[src/rtl/axi_bridge_pkg.sv]
// Shared definitions for the SRAM-like-to-AXI bridge.
// Provides:
//   - the AXI ID values that select the instruction and data ports
//   - the OKAY response code
//   - the fixed AR attributes driven by the address stage
//   - the R-stage control state type
package axi_bridge_pkg;

  localparam logic [3:0] ID_INST       = 4'd0;
  localparam logic [3:0] ID_DATA       = 4'd1;
  localparam logic [1:0] RESP_OKAY     = 2'b00;
  localparam logic [7:0] AR_LEN        = 8'd0;
  localparam logic [1:0] AR_BURST_INCR = 2'b01;

  typedef enum logic {
    R_RST = 1'b0,
    R_RUN = 1'b1
  } r_state_e;

endpackage

[src/rtl/axi_rd_outst_cnt.sv]
// Outstanding-read counter for one AXI read ID.
// Ports:
//   clk, reset : bridge clock; synchronous active-high reset
//   inc        : an AR was accepted on this ID
//   dec        : an R beat was consumed on this ID
//   full       : counter equals MAX_OUTST
//   nonzero    : at least one read is outstanding
//   err        : combinational pulse on overflow or underflow attempt
module axi_rd_outst_cnt #(
  parameter int MAX_OUTST = 3
) (
  input  logic clk,
  input  logic reset,
  input  logic inc,
  input  logic dec,
  output logic full,
  output logic nonzero,
  output logic err
);

  localparam int              CNT_W   = $clog2(MAX_OUTST + 1);
  localparam logic [CNT_W-1:0] MAX_CNT = CNT_W'(MAX_OUTST);

  logic [CNT_W-1:0] count;

  // Saturating step: an increment at the ceiling or a decrement at zero
  // leaves the count untouched; simultaneous inc and dec cancel.
  function automatic logic [CNT_W-1:0] sat_step(
    input logic [CNT_W-1:0] c,
    input logic             up,
    input logic             dn
  );
    sat_step = c;
    if (up && !dn && (c != MAX_CNT))
      sat_step = c + CNT_W'(1);
    else if (dn && !up && (c != '0))
      sat_step = c - CNT_W'(1);
  endfunction

  always_ff @(posedge clk) begin
    if (reset)
      count <= '0;
    else
      count <= sat_step(count, inc, dec);
  end

  assign full    = (count == MAX_CNT);
  assign nonzero = (count != '0);
  assign err     = (inc && !dec && (count == MAX_CNT)) ||
                   (dec && !inc && (count == '0));

endmodule

[src/rtl/axi_r_resp.sv]
// Read-data (R) channel stage of the SRAM-like-to-AXI bridge.
// Routes AXI R beats to the instruction or data CPU port as a one-cycle
// data_ok pulse with registered read data, tracks outstanding reads per ID
// and keeps a sticky protocol-error flag.
// Ports:
//   clk, reset              : bridge clock; synchronous active-high reset
//   ar_fire, ar_id          : accepted AR handshake and its ID
//   ar_stall[1:0]           : per-ID outstanding limit reached
//   rid/rdata/rresp/rlast/rvalid, rready : AXI R channel
//   inst_data_ok/inst_rdata : instruction port read return
//   data_data_ok/data_rdata : data port read return
//   rd_pending[1:0]         : per-ID reads outstanding
//   r_err                   : sticky protocol-error flag
module axi_r_resp
  import axi_bridge_pkg::*;
#(
  parameter int MAX_OUTST = 3,
  parameter int DATA_W    = 32
) (
  input  logic              clk,
  input  logic              reset,
  input  logic              ar_fire,
  input  logic [3:0]        ar_id,
  output logic [1:0]        ar_stall,
  input  logic [3:0]        rid,
  input  logic [DATA_W-1:0] rdata,
  input  logic [1:0]        rresp,
  input  logic              rlast,
  input  logic              rvalid,
  output logic              rready,
  output logic              inst_data_ok,
  output logic [DATA_W-1:0] inst_rdata,
  output logic              data_data_ok,
  output logic [DATA_W-1:0] data_rdata,
  output logic [1:0]        rd_pending,
  output logic              r_err
);

  r_state_e          state, state_nxt;
  logic              r_fire;
  logic              sel_inst;
  logic [1:0]        inc, dec, cnt_full, cnt_nz, cnt_err;
  logic              beat_bad;
  logic              inst_vld_p1, data_vld_p1;
  logic [DATA_W-1:0] inst_rdata_p1, data_rdata_p1;
  logic              r_err_q;

  // Only bit 0 of ar_id selects a counter; the upper bits carry no routing.
  logic unused_ar_id_hi;
  assign unused_ar_id_hi = |ar_id[3:1];

  always_ff @(posedge clk) begin
    if (reset)
      state <= R_RST;
    else
      state <= state_nxt;
  end

  always_comb begin
    state_nxt = state;
    rready    = 1'b0;
    case (state)
      R_RST: state_nxt = R_RUN;
      R_RUN: rready    = 1'b1;
      default: state_nxt = R_RST;
    endcase
  end

  // Stage p0: handshake decode and counter bookkeeping
  assign r_fire   = rvalid && rready;
  assign sel_inst = (rid[0] == ID_INST[0]);

  assign inc[0] = ar_fire && (ar_id[0] == ID_INST[0]);
  assign inc[1] = ar_fire && (ar_id[0] == ID_DATA[0]);
  assign dec[0] = r_fire && sel_inst;
  assign dec[1] = r_fire && !sel_inst;

  for (genvar i = 0; i < 2; i++) begin : g_cnt
    axi_rd_outst_cnt #(
      .MAX_OUTST (MAX_OUTST)
    ) u_cnt (
      .clk     (clk),
      .reset   (reset),
      .inc     (inc[i]),
      .dec     (dec[i]),
      .full    (cnt_full[i]),
      .nonzero (cnt_nz[i]),
      .err     (cnt_err[i])
    );
  end

  assign ar_stall   = cnt_full;
  assign rd_pending = cnt_nz;

  // A beat is malformed if it is not OKAY, not the last beat, or carries an ID
  // outside the two ports this bridge issues.
  assign beat_bad = r_fire && ((rresp != RESP_OKAY) || !rlast || (rid[3:1] != 3'd0));

  // Stage p1: registered port returns and sticky error
  always_ff @(posedge clk) begin
    if (reset) begin
      inst_vld_p1   <= 1'b0;
      data_vld_p1   <= 1'b0;
      inst_rdata_p1 <= '0;
      data_rdata_p1 <= '0;
      r_err_q       <= 1'b0;
    end else begin
      inst_vld_p1 <= dec[0];
      data_vld_p1 <= dec[1];
      if (dec[0])
        inst_rdata_p1 <= rdata;
      if (dec[1])
        data_rdata_p1 <= rdata;
      if (beat_bad || (|cnt_err))
        r_err_q <= 1'b1;
    end
  end

  assign inst_data_ok = inst_vld_p1;
  assign inst_rdata   = inst_rdata_p1;
  assign data_data_ok = data_vld_p1;
  assign data_rdata   = data_rdata_p1;
  assign r_err        = r_err_q;

endmodule

[config.mk]
export PLATFORM = sky130hd
export DESIGN_NAME = axi_r_resp
export DESIGN_NICKNAME = d
export VERILOG_FILES = /design/src/rtl/axi_bridge_pkg.sv /design/src/rtl/axi_rd_outst_cnt.sv /design/src/rtl/axi_r_resp.sv
export SDC_FILE = /design/constraint.sdc
export NUM_CORES = 1
export LEC_CHECK = 0
export CAP_MARGIN = 10
export CORE_MARGIN = 3
export CORE_UTILIZATION = 40
export DETAILED_ROUTE_END_ITERATION = 12
export PLACE_DENSITY = 0.77
export REMOVE_ABC_BUFFERS = 1
export SYNTH_ARGS = -nofsm -noshare
export SYNTH_HDL_FRONTEND = slang
export SYNTH_SLANG_ARGS = --single-unit
[constraint.sdc]
create_clock -name clk -period 2.76 [get_ports clk]
set_input_delay 0.552 -clock clk [delete_from_list [all_inputs] [get_ports clk]]
set_output_delay 0.552 -clock clk [all_outputs]
set_load 0.01 [all_outputs]
# Yosys cells after proc, flatten, opt, wreduce, memory -nomap -nowiden

Cells that the tools add are included.

Register bits: 72
Output and inout port bits: 72
Word-level logic and storage cells: 61
Bits of input ports: 47

$add $sub $neg: 4
Reductions and logical operators: 37
Eq/ne operators: 4
Muxes and demuxes: 6
Bitwise logic cells: 2

Operator list:

| operator                                          | count |
|---|---|
| logical AND 1 bit                                 | 18 |
| nonzero test 2 bit                                | 5 |
| two-way mux 2 bit                                 | 4 |
| logical NOT 1 bit                                 | 5 |
| logical OR 1 bit                                  | 5 |
| adder 2 x 1 -> 2 bit (second input constant)      | 2 |
| equality test 2 bit (second input constant)       | 2 |
| logical NOT 2 bit                                 | 2 |
| != test 2 bit (second input constant)             | 2 |
| subtractor 2 x 1 -> 2 bit (second input constant) | 2 |
| nonzero test 3 bit                                | 1 |
| two-way mux 1 bit                                 | 2 |
| inverter 1 bit                                    | 2 |
| OR reduction 2 bit                                | 1 |

# Logic depth before layout (Yosys ltp)

Depth after elaboration: 9
Mapped depth: 5
Depth with buffers taken out: 4

# By module

A second synthesis with hierarchy kept.

Cell total of the unflattened synthesis: 323
Area total of the unflattened synthesis: 2607.5 um^2

By module, submodules not included:

| module           | area an instance (um^2) | instances | cells each |
|---|---|---|---|
| axi_r_resp       | 2334.7                  | 1         | 293 |
| axi_rd_outst_cnt | 136.4                   | 2         | 15 |

# Worst setup path before layout

No wires, ideal clock.

Kind: input-to-reg
From: input port rresp[1]
To: register r_err_q, in the netlist r_err
Setup slack: 1007 ps
Setup time: 130 ps
Required time: 2630 ps
Stages: 4
Arrival time: 1623 ps
Cells stage by stage: or4b_1 -> o311a_1 -> a211oi_2 -> o22ai_1

Word-level cells in the longest chain between the ends: 5

RTL lines:

| element                        | line              | RTL |
|---|---|---|
| start, declared                | axi_r_resp.sv:27  | `input logic [1:0] rresp,` |
| nonzero test 2 bit             | axi_r_resp.sv:97  | `assign beat_bad = r_fire && ((rresp != RESP_OKAY) \|\| !rlast \|\| (rid[3:1] != 3'd0));` |
| logical OR 1 bit (2 in series) | axi_r_resp.sv:97  |  |
| logical AND 1 bit              | axi_r_resp.sv:97  |  |
| logical OR 1 bit               | axi_r_resp.sv:114 | `if (beat_bad \|\| (\|cnt_err))` |
| end signal, assigned           | axi_r_resp.sv:106 | `r_err_q <= 1'b0;` |
| end signal, assigned           | axi_r_resp.sv:115 | `r_err_q <= 1'b1;` |
| end, declared                  | axi_r_resp.sv:46  | `logic r_err_q;` |

Every way passes these cells.
A chain may end at the register's enable or synchronous reset.

# Final worst setup path

From: register g_cnt[1].u_cnt.count[0]
To: output port rd_pending[1]

Word-level cells in the longest chain between the ends: 1

RTL lines:

| element                | line                   | RTL |
|---|---|---|
| start, declared        | axi_rd_outst_cnt.sv:24 | `logic [CNT_W-1:0] count;` |
| start signal, assigned | axi_rd_outst_cnt.sv:44 | `count <= sat_step(count, inc, dec);` |
| nonzero test 2 bit     | axi_rd_outst_cnt.sv:48 | `assign nonzero = (count != '0);` |
| end, declared          | axi_r_resp.sv:35       | `output logic [1:0] rd_pending,` |

Every way passes these cells.

==> impl_metrics.yaml <==
setup_path:
  crit_chain: "or2_1 > clkdlybuf4s50_1"
  crit_path_max_incr_delay_ns: 0.56
  worstPathBufferInverterCount: 1
  cp_num_cells: 2
  worst-endpoint-arrival_ns: 1.53
  critPathSlowestCell: "clkdlybuf4s50_1"
  crit_type: "flop to primary output"
  crit_path_start_kind: "flop"
  worst_ep_required_time_ns: 2.21
  endpoint_kind: "primary output"
  crit_family: "buffers and inverters"
  timing.critical_path.fanout_max: 8
  worst-r2r-cell-count: 4
timing:
  finalCriticalPeriod_ns: 2.08
  setup_violations: 0
  max_freq_mhz: 480
  totalNegativeSetupSlack_ns: 0
  tightest_slew_ns: 0.590
  grt_setup_unrepaired: "false"
  final-max-slew-violation-count: 0
  slew-limit-headroom: 0.606
  fin_worst_skew_ns: 0.00591
  timing_hold_violations_final: 0
  layout_worst_path_cycle_share: 0.755
  fin_ws_ns: 0.677
power:
  powerDensity_nw_per_um2: 562
  peakVddDrop_mv: 0.328
  p_leak_nw: 1.45
synthesis:
  syn_area_um2: 2640
  postSynthCellCount: 338
  synthDominantCellAreaShare: 0.546
  dominantRegCellSynth: "dfxtp_1"
  synth_largest_area_cell: "dfxtp_1"
  yosys_warnings: 0
  postSynth.asyncResetShare: 0
  synthTopCellsByArea: "dfxtp_1 (55%), nand2_1 (19%), a21oi_1 (13%)"
  post_synth.cell_area_avg_um2: 7.81
  synth_commonest_cells: "nand2_1 (133), dfxtp_1 (72), a21oi_1 (69), clkbuf_1 (16), buf_2 (6)"
  synth_enable_flop_cells: 0
  seq_cells_post_synth: 72
  post-synth-top-count-cell: "nand2_1"
  yosysSeqAreaShare: 0.546
  synth.lib_cells_used.distinct: 28
finish:
  layout.core_utilization: 0.661
  fillers: 515
  diodes: 0
  area_of_the_multi_input_gates_um2: 1060
  fraction_of_final_layout_cells_sized_beyond_drive_strength_1: 0.0617
  final_net_count: 496
  fin_cells: 529
  area_delta_synth_final_pct: 54.4
  seqCellArea_um2: 1440
global_route:
  globalRoute.totalOverflow: 0
  antenna_found_initial: 0
  first_global_vias: 2581
  gr-usage-all-layers: 0.193
  grt_first_pass_wirelength_um: 11600
  grt_max_degree: 29
clock_network:
  ctsLongestPathBuffers: 2
  cts.sinks: 72
  cts.htree.levels: 3
  ctsResizeCount: 0
  cts_tree: "done"
  clock_tree.root_cell: "clkbuf_8"
  clk_pin_slew_worst_paths_ns: 0.07
  clk_latency_ns: 0.34
  cts.repair_timing.setup_buffer_count: 0
  cts-hold-fix-buffers: 0
  numCtsBuffers: 9
hold_path:
  min_delay_path_depth: 2
  worstHoldPathType: "flop to flop"
route:
  detailroute.via_count: 2638
  detail_route.first_pass.iterations: 4
  drt-total-wl_um: 7360
  final_antenna_net_count: 0
  dr_iter_0_viols: 87
  drt_drc_violations_left: 0
  routed_via_density: 4.99
  wl_per_cell_um: 13.9
floorplan:
  fp.dieW_um: 87.3
  num_rows: 28
  ios: 119
  floorplan.initialDensity: 0.428
  fp.dieH_um: 87.3
  fp.dieArea_um2: 7610
  design.core.area_um2: 6170
place:
  place_inst: 513
  port_buffers: 115
  detailedPlace.worstSlack_ns: 0.522
  finalWeightedCongestion: 0.780
  dp_hpwl_um: 5160
job:
  max_cap_violations: 0
run_status:
  status: "finished clean"
-- layer usage --
layer / routed length [µm] / part of all wire / global-route usage / vias to the layer above
met5: 0 / 0 / 0 / -
met4: 83 / 0.011 / 0.0781 / 0
met3: 495 / 0.067 / 0.0464 / 8
met2: 3590 / 0.49 / 0.332 / 81
met1: 3190 / 0.43 / 0.229 / 1225
li1: - / - / - / 1324
-- cells by family (layout without fill, tap and decap cells) --
kind of cell / Yosys count / count (layout) / share of synthesized area
XOR/XNOR: 1 / 1 / 0.00332
AO/OA/AOI/OAI: 82 / 82 / 0.166
buffers and inverters: 30 / 146 / 0.0512
flip-flops: 72 / 72 / 0.546
AND/OR/NAND/NOR: 153 / 153 / 0.234
-- worst min-delay path, stage by stage (launching register included) --
cell and delay (ns):
dfxtp_1 0.31, nand2_1 0.05, a21oi_1 0.05
-- state kept, by name, indices dropped and copies added, names as in the netlist --
signal             flops
inst_data_ok           1
state                  1
g_cnt.u_cnt.count      4
inst_rdata            32
data_rdata            32
data_data_ok           1
r_err                  1
-- stage by stage --
stage	hold slack (ns)	total power (W)	cell area, µm²
3_3_place_gp	0.442	0.00139	3860
5_1_grt	0.476	0.00238	4080
4_1_cts	0.457	0.00231	4080
2_1_floorplan	0.469	0.00121	2520
6_report	0.454	0.00229	4080
3_5_place_dp	0.446	0.00140	3860
-- final cells by class --
| class | instances | share of cell area |
|---|---|---|
| Sequential cell | 72 | 0.353 |
| Clock inverter | 5 | 0.0196 |
| Multi-Input combinational cell | 236 | 0.261 |
| Inverter | 4 | 0.00368 |
| Tap cell | 75 | 0.0230 |
| Clock buffer | 11 | 0.0347 |
| Timing Repair Buffer | 126 | 0.304 |
-- power by group --
part	internal (W)	switching (W)
clock network	0.000532	0.000385
logic	0.000153	0.000124
registers	0.00108	0.0000223
-- layout by cell type (no fill, tap or decap), types with 3 or more instances in the layout --
master / instances
and2_1: 3
nor2_1: 4
inv_1: 4
o21ai_0: 3
a21oi_1: 69
clkbuf_8: 10
buf_4: 10
clkdlybuf4s50_1: 114
nand2_1: 133
dfxtp_1: 72
nor3_1: 3
-- path summary, 6_finish.rpt --
kind | endpoint | startpoint | slack [ns]
min | data_rdata[14] | data_rdata[14] | 0.45
min reg2reg | data_rdata[14] | data_rdata[14] | 0.45
max reg2reg | r_err | state | 1.20
max | rd_pending[1] | g_cnt[1].u_cnt.count[0] | 0.68
(Power assumes the default switching activity.)
